File: config.mk
export PLATFORM = sky130hd
export DESIGN_NAME = load_store_unit_flat
export DESIGN_NICKNAME = d
export VERILOG_FILES = /design/src/rtl/load_store_unit_if.sv /design/src/rtl/load_store_unit.sv /design/src/flat_wrapper.sv
export SDC_FILE = /design/constraint.sdc
export NUM_CORES = 1
export LEC_CHECK = 0
export CORE_MARGIN = 3
export CORE_UTILIZATION = 48
export DETAILED_ROUTE_END_ITERATION = 12
export DONT_BUFFER_PORTS = 1
export PLACE_DENSITY = 0.61
export REMOVE_ABC_BUFFERS = 1
export SYNTH_ARGS = -nofsm -noshare
export SYNTH_HDL_FRONTEND = slang
export SYNTH_SLANG_ARGS = --single-unit
File: constraint.sdc
create_clock -name clk -period 3 [get_ports clk]
set_input_delay 0.3 -clock clk [delete_from_list [all_inputs] [get_ports clk]]
set_output_delay 0.3 -clock clk [all_outputs]
set_load 0.01 [all_outputs]
File: src/rtl/load_store_unit_if.sv
// Request/response and data-memory bundle for the load/store unit.
//   req_*   : one load or store per handshake (req_valid & req_ready)
//   resp_*  : single-cycle response pulse, no backpressure
//   mem_*   : word-addressed, byte-enabled synchronous data memory
// Modports: slave = the load/store unit, master = requester plus memory side.
interface load_store_unit_if #(
  parameter int unsigned ADDRESS_WIDTH = 4
);
  logic                     req_valid;
  logic                     req_ready;
  logic                     req_we;
  logic [2:0]               req_funct3;
  logic [31:0]              req_addr;
  logic [31:0]              req_wdata;
  logic                     resp_valid;
  logic [31:0]              resp_rdata;
  logic                     resp_err;
  logic [ADDRESS_WIDTH-1:0] mem_addr;
  logic [3:0]               mem_byteEnable;
  logic [31:0]              mem_din;
  logic [31:0]              mem_dout;

  modport slave (
    input  req_valid, req_we, req_funct3, req_addr, req_wdata, mem_dout,
    output req_ready, resp_valid, resp_rdata, resp_err, mem_addr, mem_byteEnable, mem_din
  );

  modport master (
    output req_valid, req_we, req_funct3, req_addr, req_wdata, mem_dout,
    input  req_ready, resp_valid, resp_rdata, resp_err, mem_addr, mem_byteEnable, mem_din
  );
endinterface

File: src/rtl/load_store_unit.sv
// MEM-stage load/store unit for a 32-bit byte-addressable, write-first data memory.
// Decodes RV32I funct3, builds word address, byte enables and lane-aligned store data,
// and sign/zero-extends load data. Illegal funct3 and unsupported misaligned accesses
// return resp_err with rdata 0 and no memory write.
// Optional feature macro: MISALIGNED_SPLIT_EN -- performs misaligned accesses, using a
// second memory access for ones that cross a word boundary.
// Ports:
//   clk  : rising-edge clock
//   rst  : synchronous active-high reset
//   bus  : load_store_unit_if.slave (req_*, resp_*, mem_* signals)
module load_store_unit #(
  parameter int unsigned ADDRESS_WIDTH = 4,
  parameter int unsigned DATA_WIDTH    = 32
) (
  input logic              clk,
  input logic              rst,
  load_store_unit_if.slave bus
);
  localparam int unsigned ByteAddrWidth = ADDRESS_WIDTH + 2;

`ifdef MISALIGNED_SPLIT_EN
  typedef enum logic [1:0] {StIdle, StAcc0, StAcc1, StResp} state_e;
`else
  typedef enum logic [1:0] {StIdle, StAcc0, StResp} state_e;
`endif

  state_e                   state_q, state_d;
  logic                     we_q;
  logic [2:0]               funct3_q;
  logic [ADDRESS_WIDTH-1:0] word_q;
  logic [1:0]               off_q;
  logic [DATA_WIDTH-1:0]    wdata_q;
  logic                     accept;

  assign accept = bus.req_valid && (state_q == StIdle);

  // Address bits above the memory range are ignored.
  logic unused_addr;
  assign unused_addr = ^bus.req_addr[31:ByteAddrWidth];

  always_ff @(posedge clk) begin
    if (rst) begin
      state_q  <= StIdle;
      we_q     <= 1'b0;
      funct3_q <= 3'b000;
      word_q   <= '0;
      off_q    <= 2'b00;
      wdata_q  <= '0;
    end else begin
      state_q <= state_d;
      if (accept) begin
        we_q     <= bus.req_we;
        funct3_q <= bus.req_funct3;
        word_q   <= bus.req_addr[ByteAddrWidth-1:2];
        off_q    <= bus.req_addr[1:0];
        wdata_q  <= bus.req_wdata;
      end
    end
  end

  // Access decode from the registered request.
  logic [3:0] mask;
  logic       illegal;
  logic       misaligned;
  logic       err;
  logic       split;

  always_comb begin
    case (funct3_q[1:0])
      2'b00:   mask = 4'b0001;
      2'b01:   mask = 4'b0011;
      default: mask = 4'b1111;
    endcase
  end

  assign illegal = we_q ? (funct3_q > 3'd2)
                        : ((funct3_q[1:0] == 2'b11) || (funct3_q == 3'b110));
  assign misaligned = ((funct3_q[1:0] == 2'b01) && off_q[0]) ||
                      ((funct3_q[1:0] == 2'b10) && (off_q != 2'b00));

`ifdef MISALIGNED_SPLIT_EN
  logic [2:0] size;
  logic       crossing;
  logic [7:0] be_pair;
  logic [31:0] lo_buf_q, lo_buf_d;

  assign size     = (funct3_q[1:0] == 2'b00) ? 3'd1 : (funct3_q[1:0] == 2'b01) ? 3'd2 : 3'd4;
  assign crossing = ({1'b0, off_q} + size) > 3'd4;
  assign err      = illegal;
  // misaligned is fully serviced in this build; only crossing decides the path
  assign split    = !illegal && crossing && (misaligned || !misaligned);
  // Lower nibble enables word w, upper nibble enables word w+1.
  assign be_pair  = {4'b0000, mask} << off_q;

  always_ff @(posedge clk) begin
    if (rst) lo_buf_q <= '0;
    else     lo_buf_q <= lo_buf_d;
  end
`else
  logic [3:0] be_pair;

  assign err     = illegal || misaligned;
  assign split   = 1'b0;
  assign be_pair = mask << off_q;
`endif

  // Store data rotated so byte i lands in lane (off + i) mod 4.
  assign bus.mem_din = 32'({wdata_q, wdata_q} >> (6'd32 - {1'b0, off_q, 3'b000}));

  // Load data: low word is the first access, high word the (possibly same) second one.
  logic [31:0] lo_word;
  logic [31:0] aligned;
  logic [31:0] ext;

`ifdef MISALIGNED_SPLIT_EN
  assign lo_word = split ? lo_buf_q : bus.mem_dout;
`else
  assign lo_word = bus.mem_dout;
`endif
  assign aligned = 32'({bus.mem_dout, lo_word} >> {off_q, 3'b000});

  always_comb begin
    case (funct3_q)
      3'b000:  ext = {{24{aligned[7]}}, aligned[7:0]};
      3'b001:  ext = {{16{aligned[15]}}, aligned[15:0]};
      3'b100:  ext = {24'h000000, aligned[7:0]};
      3'b101:  ext = {16'h0000, aligned[15:0]};
      default: ext = aligned;
    endcase
  end

  always_comb begin
    state_d            = state_q;
    bus.req_ready      = 1'b0;
    bus.resp_valid     = 1'b0;
    bus.resp_err       = 1'b0;
    bus.resp_rdata     = 32'h0;
    bus.mem_addr       = word_q;
    bus.mem_byteEnable = 4'b0000;
`ifdef MISALIGNED_SPLIT_EN
    lo_buf_d           = lo_buf_q;
`endif
    case (state_q)
      StIdle: begin
        bus.req_ready = 1'b1;
        if (bus.req_valid) state_d = StAcc0;
      end
      StAcc0: begin
        if (we_q && !err) bus.mem_byteEnable = be_pair[3:0];
`ifdef MISALIGNED_SPLIT_EN
        state_d = split ? StAcc1 : StResp;
`else
        state_d = StResp;
`endif
      end
`ifdef MISALIGNED_SPLIT_EN
      StAcc1: begin
        bus.mem_addr = word_q + 1'b1;
        if (we_q) bus.mem_byteEnable = be_pair[7:4];
        else      lo_buf_d = bus.mem_dout;
        state_d = StResp;
      end
`endif
      StResp: begin
        bus.resp_valid = 1'b1;
        bus.resp_err   = err;
        bus.resp_rdata = (we_q || err) ? 32'h0 : ext;
        state_d        = StIdle;
      end
      default: state_d = StIdle;
    endcase
    // Reset drops any in-flight request: no write and no response in the reset cycle.
    if (rst) begin
      bus.mem_byteEnable = 4'b0000;
      bus.resp_valid     = 1'b0;
      bus.resp_err       = 1'b0;
      bus.resp_rdata     = 32'h0;
    end
  end
endmodule

File: src/flat_wrapper.sv
// flat-port wrapper written by rule: the top's interface ports become plain ports
module load_store_unit_flat 
#(
  parameter int unsigned ADDRESS_WIDTH = 4,
  parameter int unsigned DATA_WIDTH    = 32
)
  (clk, rst, bus_req_valid, bus_req_we, bus_req_funct3, bus_req_addr, bus_req_wdata, bus_mem_dout, bus_req_ready, bus_resp_valid, bus_resp_rdata, bus_resp_err, bus_mem_addr, bus_mem_byteEnable, bus_mem_din);
  load_store_unit_if #(.ADDRESS_WIDTH(ADDRESS_WIDTH)) bus_i ();
  input logic clk;
  input logic rst;
  input wire logic [$bits(bus_i.req_valid)-1:0] bus_req_valid;
  input wire logic [$bits(bus_i.req_we)-1:0] bus_req_we;
  input wire logic [$bits(bus_i.req_funct3)-1:0] bus_req_funct3;
  input wire logic [$bits(bus_i.req_addr)-1:0] bus_req_addr;
  input wire logic [$bits(bus_i.req_wdata)-1:0] bus_req_wdata;
  input wire logic [$bits(bus_i.mem_dout)-1:0] bus_mem_dout;
  output wire logic [$bits(bus_i.req_ready)-1:0] bus_req_ready;
  output wire logic [$bits(bus_i.resp_valid)-1:0] bus_resp_valid;
  output wire logic [$bits(bus_i.resp_rdata)-1:0] bus_resp_rdata;
  output wire logic [$bits(bus_i.resp_err)-1:0] bus_resp_err;
  output wire logic [$bits(bus_i.mem_addr)-1:0] bus_mem_addr;
  output wire logic [$bits(bus_i.mem_byteEnable)-1:0] bus_mem_byteEnable;
  output wire logic [$bits(bus_i.mem_din)-1:0] bus_mem_din;
  assign bus_i.req_valid = bus_req_valid;
  assign bus_i.req_we = bus_req_we;
  assign bus_i.req_funct3 = bus_req_funct3;
  assign bus_i.req_addr = bus_req_addr;
  assign bus_i.req_wdata = bus_req_wdata;
  assign bus_i.mem_dout = bus_mem_dout;
  assign bus_req_ready = bus_i.req_ready;
  assign bus_resp_valid = bus_i.resp_valid;
  assign bus_resp_rdata = bus_i.resp_rdata;
  assign bus_resp_err = bus_i.resp_err;
  assign bus_mem_addr = bus_i.mem_addr;
  assign bus_mem_byteEnable = bus_i.mem_byteEnable;
  assign bus_mem_din = bus_i.mem_din;
  load_store_unit #(.ADDRESS_WIDTH(ADDRESS_WIDTH), .DATA_WIDTH(DATA_WIDTH)) u_core (.clk(clk), .rst(rst), .bus(bus_i));
endmodule
==> qor.csv, run 1 <==
stage,metric,value,unit
outcome,status,"complete, no violations",
power_and_ir_drop,p_leak,0.001301,uW
clocking,cts_tree,done,
clocking,clock-root-buffer,clkbuf_8,
timing,period_share,93.24,%
yosys,synth_mux_area_share,21.94,%
yosys,yosysSeqAreaShare,25.23,%
route,drtAntennaViolNets,0,
global_route,antenna_found_initial,0,
clocking,clockBufferDepth,2,
clocking,cts_hold_buf,0,
worst_setup_path,reg2regPathDepth,5,
layout,layout-drive-gt1-share,20.64,%
worst_setup_path,end_kind,output pin,
yosys,synth_top_family_by_area,compound AO/OA/AOI/OAI gates,
die,rows,30,
job,max_cap_violations,0,
die,die-area,0.008332,sq mm
clocking,clk_latency,300,ps
worst_setup_path,worstReg2RegEnd,u_core.wdata_q[30],
yosys,synthCells,471,
layout,multi_input_area,0.002359,sq mm
clocking,cts_sinks,44,
worst_setup_path,r2r_slack,1030,ps
yosys,netlist-cell-type-count,44,
yosys,synthXorXnorAreaFrac,0,%
route,viasPerCell,5.836,
timing,slew_headroom,44.90,%
yosys,ys_ff_latch,44,
worst_setup_path,arrival,2500,ps
layout,fillers,732,
yosys,synth_area,0.003491,sq mm
clocking,cts-buffers-inserted,5,
die,initial_core_util,50.54,%
global_route,grt_pass1_wl,15480,um
route,post_drt_wl_per_cell,16.79,um
worst_setup_path,worstReg2RegStart,u_core.state_q[0],
timing,fin_crit,2797,ps
layout,fin_area,0.003776,sq mm
timing,setup_viol,0,
worst_setup_path,crit_path_cell_trace,inv_2 -> ha_1 -> nor2_1 -> a22oi_1 -> o21ai_0 -> buf_4,
timing,slew_viol_final,0,
placement,hpwl,6717,um
min_path,hp-class,in2reg,
route,totalWireLength,9502,um
timing,clock.fmax,357.5,MHz
timing,clock_skew,7.921,ps
yosys,synth_top_area_share,25.23,%
placement,portBuffers,0,
yosys,ys.warnings.count,0,
route,via_count,3303,
timing,tns,0,ps
yosys,yosys-top-cells-area,"dfxtp_1, nand2_1, mux2i_1",
layout,area.growth.synth_to_final,8.172,%
layout,antenna_cells,0,
power_and_ir_drop,irDropWorstVdd,0.0002642,V
placement,dpl-instance-area,0.003623,sq mm
global_route,grtUsageTotal,22.29,%
timing,rsz0062_at_grt,false,
yosys,yosysTopAreaCell,dfxtp_1,
power_and_ir_drop,power,1602,uW
clocking,htreeDepth,2,
layout,final_core_util,54.67,%
route,drtIter0Drc,149,
yosys,synth-compound-area-share,24.66,%
power_and_ir_drop,powerDensity,424.3,mW/mm^2
min_path,hold_depth,1,
die,die_y,91.28,um
yosys,syn_area_per_cell,7.412,sq um
global_route,grt_overflow,0,
route,dr.pass1.iters,4,
worst_setup_path,critPathMaxStageDelay,580,ps
clocking,clk_pin_slew,80,ps
timing,tightest_slew,824.1,ps
worst_setup_path,cp-start-kind,flop,
yosys,synth-simple-area-share,20.29,%
worst_setup_path,required,2700,ps
layout,ff_latch_area,885.9,sq um
die,die_w,91.28,um
worst_setup_path,cpMaxStageDelayCell,nor2_1,
worst_setup_path,crit_path_max_fanout,19,
die,pin_count,178,
min_path,min_from,rst,
min_path,whs_endpoint,u_core.wdata_q[23],
placement,gp_congestion,0.7966,
global_route,first_global_vias,3124,
layout,nets,573,
die,coreArea,0.006907,sq mm
worst_setup_path,path_class,reg2out,
route,drc,0,
timing,hold_violations,0,
global_route,grt_max_degree,72,
yosys,synthAdderAreaFrac,0.3584,%
-- stage by stage --
| step | setup WS, ps | hold WS [ps] | instances |
|---|---|---|---|
| 2_1_floorplan | -1618 | 369.1 | 427 |
| 3_3_place_gp | 468.0 | 365.2 | 557 |
| 3_5_place_dp | 429.6 | 365.9 | 557 |
| 4_1_cts | 44.34 | 50.19 | 565 |
| 5_1_grt | 1.981 | 41.99 | 566 |
| 6_report | 202.8 | 58.28 | 566 |
-- routing by layer --
| layer | GRT usage, % | vias to the layer above | share of wire (%) |
|---|---|---|---|
| li1 | - | 1664 | - |
| met5 | 0 | - | 0 |
| met3 | 5.220 | 12 | 6.7 |
| met4 | 5.905 | 0 | 1.4 |
| met1 | 30.03 | 1504 | 45 |
| met2 | 35.74 | 123 | 47 |
-- area by class of cell --
cell class	count	share of cell area, %
flip-flops and latches	44	23.46
repair buffers	35	7.157
clock inverters	1	0.7952
multi-input cells	379	62.46
well taps	96	3.181
clock buffers	7	2.551
inverters	4	0.3976
-- cell families (layout without fill, tap and decap cells) --
| kind of cell | Yosys count | count (layout) |
|---|---|---|
| AOI/OAI and AO/OA | 138 | 138 |
| adders and majority gates | 1 | 1 |
| buffers and inverters | 48 | 47 |
| DFF | 44 | 44 |
| muxes | 68 | 68 |
| and+or+nand+nor | 172 | 172 |
-- state kept, by name, summed over array words and instances (netlist names) --
signal               cells
u_core.funct3_q          3
u_core.bus.mem_addr      4
u_core.wdata_q          32
u_core.we_q              1
u_core.off_q             2
u_core.state_q           2
-- what timing repair did --
| action | in CTS | in global routing |
|---|---|---|
| gates resized for setup | 0 | 1 |
| setup endpoints to repair | 0 | 19 |
| endpoints found under the hold margin | 0 | 0 |
| buffers inserted | 0 | 1 |
-- cells in the final DEF, fill, tap and decap left out, types with 8 or more instances in the layout --
master | synthesis | routed
o21ai_0 | 13 | 13
nor2_1 | 38 | 38
buf_4 | 5 | 34
a31oi_1 | 8 | 8
dfxtp_1 | 44 | 42
a21oi_1 | 60 | 60
a211oi_1 | 8 | 8
nand2_1 | 110 | 110
nand3_1 | 10 | 10
mux2i_1 | 39 | 39
a22oi_1 | 8 | 8
o21ai_2 | 10 | 10
mux2_2 | 24 | 24
a21oi_2 | 8 | 8
o211ai_1 | 8 | 8
o22ai_1 | 8 | 8
-- worst max-delay path: cells and delay by family (launching register included) --
| kind | cells | cell delay, ps |
|---|---|---|
| adder cells (fa/ha/maj) | 1 | 460 |
| flip-flops | 1 | 540 |
| AO/OA/AOI/OAI | 2 | 400 |
| AND/OR/NAND/NOR | 1 | 580 |
| buffers and inverters | 2 | 220 |
-- cell usage after synthesis --
cell and n:
inv_2 1, o21ai_2 10, nand4bb_1 1, nor3b_2 1
a22oi_1 8, clkbuf_1 19, a31oi_1 8, ha_1 1
nand4_1 1, mux2_2 24, or3_1 1, buf_1 2
and2_1 1, clkinv_1 1, mux2_4 1, a211oi_2 1
nand2_2 1, o211ai_1 8, or2_1 1, a21oi_2 8
o21ai_0 13, mux2i_1 39, a211oi_1 8, nand3_1 10
mux4_2 4, buf_4 5, buf_8 1, and4_1 1
dfxtp_1 44, o21ai_1 4, a21oi_1 60, nand2_1 110
o311a_1 1, inv_1 2, nor3b_1 2, o2111ai_2 1
nor3_1 1, nor2b_1 1, nor2_1 38, buf_2 12
o22ai_1 8, buf_6 5, nand2b_1 1, and3_1 1
-- where the power goes --
part | total, uW | switching (uW) | internal [uW] | leakage (uW)
combinational | 442 | 268 | 174 | 0.000874
sequential | 664 | 44.3 | 620 | 0.000363
clock | 495 | 202 | 294 | 0.0000645
-- worst max path at each step --
stage                      endpoint  slack [ps]             from
floorplan           bus_mem_din[26]       -1620  u_core.off_q[0]
global placement    bus_mem_din[23]         470  u_core.off_q[0]
detailed placement  bus_mem_din[27]         430  u_core.off_q[0]
CTS                 bus_mem_din[29]          40  u_core.off_q[0]
global route        bus_mem_din[27]           2  u_core.off_q[0]
finish              bus_mem_din[29]         200  u_core.off_q[0]
Power figures use the tool's default switching activity.
==> run 2: changes to the inputs <==
--- a/config.mk
+++ b/config.mk
@@ -5,11 +5,11 @@
 export SDC_FILE = /design/constraint.sdc
 export NUM_CORES = 1
 export LEC_CHECK = 0
-export CORE_MARGIN = 3
+export CORE_MARGIN = 4
 export CORE_UTILIZATION = 48
 export DETAILED_ROUTE_END_ITERATION = 12
 export DONT_BUFFER_PORTS = 1
-export PLACE_DENSITY = 0.61
+export PLACE_DENSITY = 0.63
 export REMOVE_ABC_BUFFERS = 1
 export SYNTH_ARGS = -nofsm -noshare
 export SYNTH_HDL_FRONTEND = slang
==> constraint.sdc (replaced) <==
create_clock -name clk -period 2.4 [get_ports clk]
set_input_delay 0.24 -clock clk [delete_from_list [all_inputs] [get_ports clk]]
set_output_delay 0.24 -clock clk [all_outputs]
set_load 0.01 [all_outputs]
==> qor.csv, run 2 (synthesis results as in run 1) <==
stage,metric,value,unit,change
global_route,grtUsageTotal,21.80,%,-0.49 points
timing,slew_headroom,35.61,%,-9.3 points
worst_setup_path,end_kind,output pin,,
worst_setup_path,cpMaxStageDelayCell,or3_1,,
route,via_count,3431,,+3.9%
job,max_cap_violations,0,,unchanged
die,pin_count,178,,unchanged
layout,layout-drive-gt1-share,22.38,%,+1.7 points
clocking,clock-root-buffer,clkbuf_8,,
layout,top_register,u_core.wdata_q,,
power_and_ir_drop,irDropWorstVdd,0.0003491,V,+32%
route,post_drt_wl_per_cell,17.29,um,+3.0%
worst_setup_path,r2r_slack,880,ps,-150 ps
timing,clock.fmax,433.1,MHz,
die,rows,30,,unchanged
worst_setup_path,worstReg2RegStart,u_core.state_q[0],,
timing,period_share,96.20,%,
power_and_ir_drop,p_leak,0.001393,uW,+7.1%
route,dr.pass1.iters,7,,+3
worst_setup_path,crit_path_max_fanout,10,,-9
route,drc,0,,unchanged
timing,tns,0,ps,unchanged
global_route,grt_max_degree,49,,-32%
die,die-area,0.008701,sq mm,+4.4%
worst_setup_path,crit_path_cell_trace,or2_1 -> or3_1 -> a21oi_2,,
layout,antenna_cells,0,,unchanged
worst_setup_path,cp-startpoint,u_core.funct3_q[0],,
layout,fillers,662,,-9.6%
worst_setup_path,critPathMaxStageDelay,630,ps,+50 ps
worst_setup_path,cp-start-kind,flop,,
worst_setup_path,path_class,reg2out,,
layout,multi_input_area,0.002365,sq mm,+0.27%
route,drtAntennaViolNets,0,,unchanged
global_route,first_global_vias,3131,,+0.22%
global_route,grt_pass1_wl,15750,um,+1.7%
placement,portBuffers,0,,unchanged
clocking,cts_sinks,44,,unchanged
worst_setup_path,reg2regPathDepth,5,,unchanged
layout,ff_latch_area,885.9,sq um,unchanged
clocking,clk_latency,290,ps,about the same
outcome,status,"complete, no violations",,
clocking,clockBufferDepth,2,,unchanged
die,die_y,93.28,um,+2.2%
timing,hold_violations,0,,unchanged
die,die_w,93.28,um,+2.2%
timing,fin_crit,2309,ps,
global_route,antenna_found_initial,0,,unchanged
min_path,hp-class,in2reg,,
layout,largest_reg_flops,32,,unchanged
placement,gp_congestion,0.8456,,+6.2%
layout,nets,591,,+3.1%
layout,area.growth.synth_to_final,12.29,%,
clocking,clk_pin_slew,80,ps,about the same
power_and_ir_drop,powerDensity,502.3,mW/mm^2,+18%
die,initial_core_util,50.27,%,-0.27 points
placement,dpl-instance-area,0.003726,sq mm,+2.8%
timing,slew_viol_final,0,,unchanged
placement,hpwl,6958,um,+3.6%
clocking,htreeDepth,2,,unchanged
die,coreArea,0.006944,sq mm,+0.54%
clocking,cts-buffers-inserted,5,,unchanged
route,drtIter0Drc,171,,+15%
timing,tightest_slew,962.7,ps,+138.6 ps
timing,setup_viol,0,,unchanged
worst_setup_path,crit_end,bus_resp_rdata[9],,
power_and_ir_drop,power,1969,uW,+23%
layout,fin_area,0.003920,sq mm,+3.8%
worst_setup_path,arrival,2070,ps,-430 ps
global_route,grt_overflow,0,,unchanged
worst_setup_path,worstReg2RegEnd,u_core.wdata_q[12],,
clocking,cts_tree,done,,
layout,final_common_cell,nand2_1,,
layout,layout_common_cells,"nand2_1, a21oi_1, buf_4, dfxtp_1, mux2i_1",,
worst_setup_path,required,2160,ps,-540 ps
route,totalWireLength,10080,um,+6.1%
timing,clock_skew,8.047,ps,+0.1259 ps
route,viasPerCell,5.885,,+0.85%
timing,rsz0062_at_grt,false,,
==> run 2: final cells by class <==
| class | instances | share of cell area, % |
|---|---|---|
| multi-input cells | 379 | 60.33 |
| flip-flops and latches | 44 | 22.60 |
| repair buffers | 53 | 11.01 |
| well taps | 96 | 3.064 |
| clock buffers | 6 | 1.851 |
| clock inverters | 1 | 0.7660 |
| inverters | 4 | 0.3830 |
==> run 2: critical path, delay by kind of cell, from the launching register on <==
family             cells  cell delay (ps)
AOI/OAI and AO/OA      1              290
and+or+nand+nor        2             1060
DFF                    1              410
==> run 2: how the worst min path moves through the flow <==
stage               from                      to  cells after the start
detailed placement   rst         u_core.off_q[0]                      1
global route         rst      u_core.wdata_q[11]                      1
global placement     rst         u_core.off_q[0]                      1
floorplan            rst  u_core.bus.mem_addr[0]                      1
finish               rst      u_core.wdata_q[11]                      1
CTS                  rst      u_core.wdata_q[11]                      1
==> run 2: routing by layer <==
layer	up-vias	wire (um)	global-route usage [%]
met5	-	0	0
met4	0	100	3.297
met3	11	808	4.988
met2	128	4824	35.50
met1	1603	4347	29.94
li1	1689	-	-
==> run 2: where the power goes <==
group / leakage [uW] / switching (uW) / internal, uW
Clock: 0.0000513 / 244 / 305
Sequential: 0.000363 / 50.5 / 775
Combinational: 0.000979 / 357 / 237
==> run 2: per-stage QoR <==
stage / utilization (%) / instances / hold WS [ps] / setup WS (ps)
2_1_floorplan: - / 427 / 309.1 / -2158
3_3_place_gp: 53.66 / 569 / 308.7 / 326.6
3_5_place_dp: 53.66 / 569 / 307.3 / 292.6
4_1_cts: 56.04 / 582 / 0.2974 / 27.49
5_1_grt: 56.45 / 583 / 5.812 / 1.855
6_report: 56.45 / 583 / 14.08 / 91.12
==> run 2: repair_timing <==
item | in CTS | in global routing
hold buffers | 6 | 1
gates cloned | 0 | 0
setup buffers | 0 | 0
gates resized for setup | 1 | 5
pin swaps | 0 | 0
hold endpoints to repair | 24 | 3
endpoints found under the setup margin | 6 | 17
